--- config.mk ---
export PLATFORM = sky130hd
export DESIGN_NAME = writeback_stage
export DESIGN_NICKNAME = d
export VERILOG_FILES = /design/src/rtl/writeback_stage.sv
export SDC_FILE = /design/constraint.sdc
export NUM_CORES = 1
export LEC_CHECK = 0
export CORE_AREA = 4 4 169 171
export CTS_BUF_LIST = sky130_fd_sc_hd__clkbuf_8
export CTS_CLUSTER_SIZE = 24
export DETAILED_ROUTE_END_ITERATION = 10
export DIE_AREA = 0 0 173 175
export PLACE_DENSITY = 0.67
export SYNTH_ARGS = -nofsm -noshare
export SYNTH_HDL_FRONTEND = slang
export SYNTH_SLANG_ARGS = --single-unit
--- constraint.sdc ---
create_clock -name clk -period 4.16 [get_ports clk]
set_input_delay 0.832 -clock clk [delete_from_list [all_inputs] [get_ports clk]]
set_output_delay 0.832 -clock clk [all_outputs]
set_load 0.005 [all_outputs]
--- src/rtl/writeback_stage.sv ---
// Writeback stage: ALU results win the regfile port, loads queue in an in-order FIFO.
// Optional WB_BYPASS_EN adds combinational forwarding of the output register.
module writeback_stage #(
   parameter int WIDTH      = 32,
   parameter int ADDR_WIDTH = 5,
   parameter int LQ_DEPTH   = 4,
   parameter int STARVE_MAX = 8
) (
   input  logic                     clk,
   input  logic                     rst_n,
   input  logic                     alu_valid,
   input  logic [ADDR_WIDTH-1:0]    alu_rd,
   input  logic [WIDTH-1:0]         alu_data,
   output logic                     alu_stall,
   input  logic                     lsu_valid,
   output logic                     lsu_ready,
   input  logic [ADDR_WIDTH-1:0]    lsu_rd,
   input  logic [WIDTH-1:0]         lsu_data,
   output logic                     dest_en,
   output logic [ADDR_WIDTH-1:0]    dest_addr,
   output logic [WIDTH-1:0]         dest_data,
   output logic [2**ADDR_WIDTH-1:0] pend_mask
`ifdef WB_BYPASS_EN
   ,
   input  logic [ADDR_WIDTH-1:0]    rs1_addr,
   input  logic [ADDR_WIDTH-1:0]    rs2_addr,
   output logic                     rs1_fwd_en,
   output logic                     rs2_fwd_en,
   output logic [WIDTH-1:0]         rs1_fwd_data,
   output logic [WIDTH-1:0]         rs2_fwd_data
`endif
);

   localparam int PW = $clog2(LQ_DEPTH);
   localparam int CW = $clog2(LQ_DEPTH + 1);
   localparam int SW = $clog2(STARVE_MAX + 1);

   logic [ADDR_WIDTH-1:0] rd_q  [LQ_DEPTH];
   logic [WIDTH-1:0]      dat_q [LQ_DEPTH];
   logic [PW-1:0]         wptr_q, rptr_q;
   logic [CW-1:0]         cnt_q, cnt_d;
   logic [SW-1:0]         starve_q, starve_d;
   logic                  dest_en_q, dest_en_d;
   logic [ADDR_WIDTH-1:0] dest_addr_q, dest_addr_d;
   logic [WIDTH-1:0]      dest_data_q, dest_data_d;

   logic empty, full, force_drain, push, pop, sel;
   logic [PW-1:0] idx;

   assign empty       = (cnt_q == '0);
   assign full        = (cnt_q == CW'(LQ_DEPTH));
   assign force_drain = !empty && (starve_q == SW'(STARVE_MAX));
   assign alu_stall   = force_drain;
   assign lsu_ready   = !full;
   assign push        = lsu_valid && lsu_ready;
   assign pop         = force_drain || (!alu_valid && !empty);

   assign dest_en   = dest_en_q;
   assign dest_addr = dest_addr_q;
   assign dest_data = dest_data_q;

   always_comb begin
      cnt_d = cnt_q + CW'(push) - CW'(pop);
   end

   // Counter only advances when the ALU held the slot over a waiting load.
   always_comb begin
      starve_d = starve_q;
      if (pop || empty)
         starve_d = '0;
      else if (alu_valid && starve_q != SW'(STARVE_MAX))
         starve_d = starve_q + 1'b1;
   end

   always_comb begin
      sel         = 1'b0;
      dest_addr_d = dest_addr_q;
      dest_data_d = dest_data_q;
      if (pop) begin
         sel         = 1'b1;
         dest_addr_d = rd_q[rptr_q];
         dest_data_d = dat_q[rptr_q];
      end else if (alu_valid) begin
         sel         = 1'b1;
         dest_addr_d = alu_rd;
         dest_data_d = alu_data;
      end
      dest_en_d = sel && (dest_addr_d != '0);
   end

   always_comb begin
      pend_mask = '0;
      idx       = '0;
      for (int k = 0; k < LQ_DEPTH; k++) begin
         idx = rptr_q + PW'(k);
         if (k < int'(cnt_q))
            pend_mask[rd_q[idx]] = 1'b1;
      end
      pend_mask[0] = 1'b0;
   end

   always_ff @(posedge clk) begin
      if (push) begin
         rd_q[wptr_q]  <= lsu_rd;
         dat_q[wptr_q] <= lsu_data;
      end
   end

   always_ff @(posedge clk or negedge rst_n) begin
      if (!rst_n) begin
         wptr_q      <= '0;
         rptr_q      <= '0;
         cnt_q       <= '0;
         starve_q    <= '0;
         dest_en_q   <= 1'b0;
         dest_addr_q <= '0;
         dest_data_q <= '0;
      end else begin
         if (push)
            wptr_q <= wptr_q + 1'b1;
         if (pop)
            rptr_q <= rptr_q + 1'b1;
         cnt_q       <= cnt_d;
         starve_q    <= starve_d;
         dest_en_q   <= dest_en_d;
         dest_addr_q <= dest_addr_d;
         dest_data_q <= dest_data_d;
      end
   end

`ifdef WB_BYPASS_EN
   assign rs1_fwd_en   = dest_en_q && (dest_addr_q == rs1_addr);
   assign rs2_fwd_en   = dest_en_q && (dest_addr_q == rs2_addr);
   assign rs1_fwd_data = dest_data_q;
   assign rs2_fwd_data = dest_data_q;
`endif

endmodule

Yosys cells after proc, flatten, opt, wreduce, memory -nomap -nowiden
Memories as Yosys holds them, arrays and structs flattened. Cells that the tools add are included.

Register bits after elaboration: 49. Output and inout port bits: 72. Word-level logic and storage cells: 74. RAM bits: 148. Memories kept: 2. Latch bits: 0. Memory bits (read-only): 0.

Memory list: dat_q (words 4, bits a word 32, rd ports 1, clocked after Yosys merged registers in 0, wr ports 1, line 39) `logic [WIDTH-1:0] dat_q [LQ_DEPTH];`; rd_q (words 4, bits a word 5, rd ports 4, clocked after Yosys merged registers in 0, wr ports 1, line 38) `logic [ADDR_WIDTH-1:0] rd_q [LQ_DEPTH];`.

Bitwise logic cells: 3. $add $sub $neg: 7. Divide/modulo/power cells: 0. Shift operators: 0. $lt $le $gt $ge: 12. Muxes and demuxes: 22. Reduce and logical (&&, ||, !) cells: 18. Multiply operators: 0. Equal/unequal tests: 3.

Operators by type and width (number): 32-bit two-way mux (6); 32-bit OR (3); 5-bit by 6-bit less-than comparator with 1-bit output (second input constant) (4); 1-bit demux with 5-bit select (4); 5-bit by 1-bit greater-or-equal comparator with 1-bit output (second input constant) (4); 5-bit two-way mux (2); 1-bit logical AND (9); 1-bit two-way mux (8); 4-bit two-way mux (2); 1-bit by 3-bit less-than comparator with 1-bit output (first input constant) (2); 2-bit by 3-bit less-than comparator with 1-bit output (first input constant) (2); 5-bit nonzero test (1); 2-bit by 1-bit adder with 2-bit output (second input constant) (2); 2-bit adder (second input constant) (2); 4-bit by 1-bit adder with 4-bit output (second input constant) (1); 4-bit equality test (second input constant) (1); 4-bit inequality test (second input constant) (1); 2-bit nonzero test (2); 3-bit by 1-bit adder with 3-bit output (1); 3-bit equality test (second input constant) (1); 1-bit zero test (3); 3-bit zero test (1); 3-bit by 1-bit subtractor with 3-bit output (1); 1-bit logical OR (2).

Longest topological paths before layout
An unclocked memory read counts as a cell.

Word-level depth: 12. Mapped depth: 11.

Worst setup path after synthesis
No wires, ideal clock.

Path type: in2reg. Start: input alu_valid. End: register cnt_q[2]. Path buffers: 3. Stages on the path: 9. Data arrival time: 2684 ps. Slack: 1353 ps. Required time: 4037 ps. Cells stage by stage: clkbuf_1 -> a21oi_1 -> buf_2 -> clkbuf_1 -> ha_1 -> inv_1 -> ha_1 -> fa_1 -> xnor2_1.

Longest elaborated chain between the ends: 4.

Ends and longest elaborated chain: start: declaration (line 11) `input logic alu_valid,`; 1-bit zero test (line 56) `assign pop = force_drain || (!alu_valid && !empty);`; 1-bit logical AND (line 56); 1-bit logical OR (line 56); 3-bit by 1-bit subtractor with 3-bit output (line 63) `cnt_d = cnt_q + CW'(push) - CW'(pop);`; named net cnt_d[2] (line 41) `logic [CW-1:0] cnt_q, cnt_d;`; end signal: assignment (line 123) `cnt_q <= cnt_d;`; end: declaration (line 41).

The timed path passes the listed nets, and every way through them passes these cells. A chain may end at the register's enable or synchronous reset.

Final worst setup path
Start: register rptr_q[0]. End: output pend_mask[25].

Longest elaborated chain between the ends: 12. Elaborated cells between the ends (all ways): 31. Classes of those cells: add/sub: 3; order compare: 8; mux: 12; bitwise: 3; reduce/logical: 4; memory: 1.

Ends and longest elaborated chain: start: declaration (line 40) `logic [PW-1:0] wptr_q, rptr_q;`; start signal: assignment (line 122) `rptr_q <= rptr_q + 1'b1;`; 2-bit by 1-bit adder with 2-bit output or memory 4 x 5 bit (tied branches); memory 4 x 5 bit *; 5-bit by 6-bit less-than comparator with 1-bit output (implied by the code) (tied with other cells) (line 97) `pend_mask[rd_q[idx]] = 1'b1;`; 1-bit logical AND (implied by the code) or 1-bit two-way mux (tied branches) (line 97); 1-bit two-way mux (implied by the code) or 1-bit demux with 5-bit select (tied branches) (line 97); 1-bit demux with 5-bit select or 32-bit two-way mux (tied branches) (line 97, 96); 32-bit OR (no source line); 32-bit two-way mux (line 96) `if (k < int'(cnt_q))`; 32-bit OR (no source line); 32-bit two-way mux (line 96); 32-bit OR (no source line); 32-bit two-way mux * (line 96); end: declaration (line 22) `output logic [2**ADDR_WIDTH-1:0] pend_mask`.

Every way passes the cells marked *; elsewhere a longest branch is shown, timed or not.

==> flow_metrics.py <==
metrics = {
    "finish": {
        "regArea_mm2": 0.00568,
        "diodes": 0,
        "drive_above_1_share": 0.169,
        "area_growth_pct": 24.0,
        "nFillCells": 2484,
        "nets": 873,
        "multiInputGateArea_mm2": 0.00347,
        "fin_area_mm2": 0.0116,
    },
    "timing": {
        "clock.fmax_mhz": 249,
        "tns_ns": 0,
        "hold-worst-slack_ns": 0.471,
        "skew_ns": 0.0208,
        "fin_crit_sh": 0.964,
        "grt_setup_unrepaired": "false",
        "setup_violations": 0,
        "finalCriticalPeriod_ns": 4.01,
        "tightestPinTransition_ns": 0.910,
        "hold_viol_final": 0,
        "slew_headroom": 0.393,
        "drv_slew": 0,
    },
    "critical_path": {
        "cpMaxStageDelayCell": "dfrtp_4",
        "cp-end-kind": "output port",
        "cp_cell_sequence": "mux4_2, or2_1, nor2_2, a32oi_1, o211ai_1, clkdlybuf4s50_1",
        "worstPathMaxFanout": 26,
        "critPathTopFamily": "flip-flops",
        "slowest_delay_ns": 0.69,
        "critPathKind": "flip-flop to output port",
        "cp-start-kind": "flip-flop",
        "path_buf_inv": 1,
        "required_ns": 3.33,
        "crit_arrival_ns": 3.18,
    },
    "die": {
        "row_count": 60,
        "core_area_mm2": 0.0269,
        "die_h_um": 175,
        "die_width_um": 173,
        "io_pins": 150,
        "start_util": 0.349,
        "die_area_mm2": 0.0303,
    },
    "synthesis": {
        "synthCells": 640,
        "yosysTopAreaCellShare": 0.474,
        "synth-compound-area-share": 0.0750,
        "synth-async-reset-ratio": 0.249,
        "synth.avg_cell_area_um2": 14.6,
        "synth.area.top_cells": "edfxtp_1 (47%), dfrtp_1 (13%), mux4_2 (12%)",
        "yosys_warnings": 0,
        "synth_edf_count": 148,
        "synth_area_mm2": 0.00937,
        "ys_types": 55,
        "synth_fa_ha_area_frac": 0.0155,
        "synthFlopType": "edfxtp_1",
        "synth_top_family_by_area": "multiplexers",
        "post_synth_and_or_nand_nor_area_fraction": 0.106,
        "synth_top_area_cell": "edfxtp_1",
        "synthXorXnorAreaFrac": 0.00561,
        "synthMuxAreaShare": 0.165,
        "synth_nets": 729,
        "synth-seq-area-share": 0.605,
        "synth-seq-cells": 197,
    },
    "clocking": {
        "cts.sinks": 197,
        "cts-htree-levels": 4,
        "cts_root_buf": "clkbuf_8",
        "cts_buffers": 17,
        "clockBufferDepth": 2,
        "clock_latency_ns": 0.46,
        "clk_pin_slew_ns": 0.12,
        "cts_tree": "built",
    },
    "drt": {
        "wl_um": 23000,
        "viasPerCell": 5.29,
        "via_count": 6025,
        "drcViolationCount": 0,
        "drt-wirelength-per-cell_um": 20.2,
        "drtIter0Drc": 506,
        "ant_nets": 0,
        "dr.pass1.iters": 7,
    },
    "global_routing": {
        "antenna_found_initial": 2,
        "grt_pass1_vias": 6255,
        "grt.total_usage": 0.155,
        "grt_pass1_wl_um": 36400,
        "grt-ovfl-total": 0,
        "grt_max_degree": 47,
    },
    "outcome": {
        "status": "finished, final reports clean",
    },
    "placed_design": {
        "dp_hpwl_um": 15900,
        "portBuffers": 148,
        "place_area_mm2": 0.0112,
        "place_congestion": 0.932,
    },
    "min_path": {
        "worstHoldPathType": "input pin to async pin",
    },
    "power": {
        "power_density_mw_per_mm2": 701,
        "power.leakage_uw": 0.00411,
        "ir_drop_mv": 0.255,
    },
    "job": {
        "drv_cap": 0,
    },
}
## cell usage after synthesis (2+ instances only)
| master | count |
|---|---|
| mux4_2 | 51 |
| mux2i_1 | 36 |
| and2_1 | 7 |
| nor2_2 | 4 |
| or2_1 | 2 |
| a32oi_1 | 12 |
| nor2b_2 | 2 |
| nor2_1 | 21 |
| mux2_2 | 3 |
| nor3_1 | 5 |
| inv_1 | 14 |
| ha_1 | 10 |
| nand2_1 | 81 |
| nand2b_4 | 2 |
| dfrtp_1 | 49 |
| edfxtp_1 | 148 |
| nor3_2 | 4 |
| nand4_1 | 3 |
| buf_2 | 6 |
| clkbuf_1 | 13 |
| o21ai_0 | 32 |
| and2b_4 | 2 |
| xnor2_1 | 4 |
| nor2b_1 | 9 |
| a22oi_1 | 43 |
| xor2_1 | 2 |
| buf_6 | 6 |
| nand2b_1 | 7 |
| nor2_4 | 5 |
| buf_4 | 5 |
| nand3_1 | 15 |
| and3_1 | 8 |
| and2_0 | 2 |
| a21oi_1 | 4 |
| a22oi_2 | 2 |
| nand3b_1 | 2 |
## where the power goes
part | switching [µW] | total (µW) | internal, µW
Combinational | 2070 | 3920 | 1850
Sequential | 306 | 2970 | 2660
Clock | 774 | 1260 | 484
## worst paths after layout
check	endpoint	depth (start not counted)	slack (ns)	start
max	pend_mask[25]	6	0.15	rptr_q[0]
min	dest_data[3]	1	0.47	rst_n
max reg2reg	cnt_q[2]	9	2.00	cnt_q[0]
min reg2reg	starve_q[0]	1	0.49	starve_q[0]
max in group asynchronous	rptr_q[1]	2	2.90	rst_n
min in group clk	starve_q[0]	1	0.49	starve_q[0]
## cell usage in the layout, fill, tap and decap left out, drive strengths merged, types with 2 or more instances in the layout
| cell | Yosys | final |
|---|---|---|
| clkinv | 0 | 8 |
| o21ai | 32 | 32 |
| buf | 19 | 11 |
| nand4 | 3 | 3 |
| nor3b | 2 | 2 |
| xnor2 | 4 | 4 |
| a21oi | 4 | 4 |
| nor2b | 11 | 11 |
| nand3 | 16 | 16 |
| a22oi | 45 | 45 |
| nand3b | 2 | 2 |
| or2 | 2 | 2 |
| clkbuf | 14 | 18 |
| nand2b | 9 | 9 |
| and2b | 3 | 3 |
| a32oi | 12 | 12 |
| mux2i | 36 | 36 |
| nor3 | 9 | 9 |
| clkdlybuf4s50 | 0 | 147 |
| mux4 | 51 | 51 |
| edfxtp | 148 | 148 |
| dfrtp | 49 | 49 |
| o211ai | 2 | 2 |
| nor2 | 30 | 30 |
| and3 | 8 | 8 |
| inv | 14 | 20 |
| ha | 10 | 10 |
| nand2 | 81 | 81 |
| and2 | 9 | 9 |
| mux2 | 3 | 3 |
| xor2 | 2 | 2 |
## final cells by class
type,count,share of cell area
Clock buffer,18,0.0213
Clock inverter,14,0.0155
Inverter,14,0.00452
Multi-Input combinational cell,396,0.299
Sequential cell,197,0.488
Tap cell,341,0.0367
Timing Repair Buffer,158,0.135
## sequential cells by signal, summed over array words and instances, names as in the netlist
register,cells
dest_en,1
rd_q,20
wptr_q,2
starve_q,4
cnt_q,3
dest_data,32
dat_q,128
rptr_q,2
dest_addr,5
## through the flow
| stage | worst slack, ns | util | power, µW | instances |
|---|---|---|---|---|
| finish | 0.150 | 0.432 | 8140 | 1138 |
| detailed placement | 0.628 | 0.416 | 6930 | 1106 |
| floorplan | 1.35 | - | 5390 | 640 |
| global placement | 0.607 | 0.416 | 6920 | 1106 |
| CTS | 0.0765 | 0.432 | 8200 | 1138 |
| global route | 0.00349 | 0.432 | 8690 | 1138 |
## kinds of logic after synthesis
logic type | count (synthesis)
flip-flops | 197
multiplexers | 90
adder cells (fa/ha/maj) | 11
buffers and inverters | 47
other | 1
XOR/XNOR | 6
AO/OA/AOI/OAI | 99
AND/OR/NAND/NOR | 189
## metal layers
layer,vias up,share of wire,global-route usage
li1,2771,-,-
met1,2976,0.45,0.210
met2,239,0.47,0.242
met3,35,0.068,0.0498
met4,4,0.016,0.0406
met5,-,0.0015,0
## timing repair
item,4_1_cts,5_1_grt
buffers inserted,0,0
hold buffers,0,0
resized for setup,0,4
endpoints found under the setup margin,0,20
(Power assumes the default switching activity.)
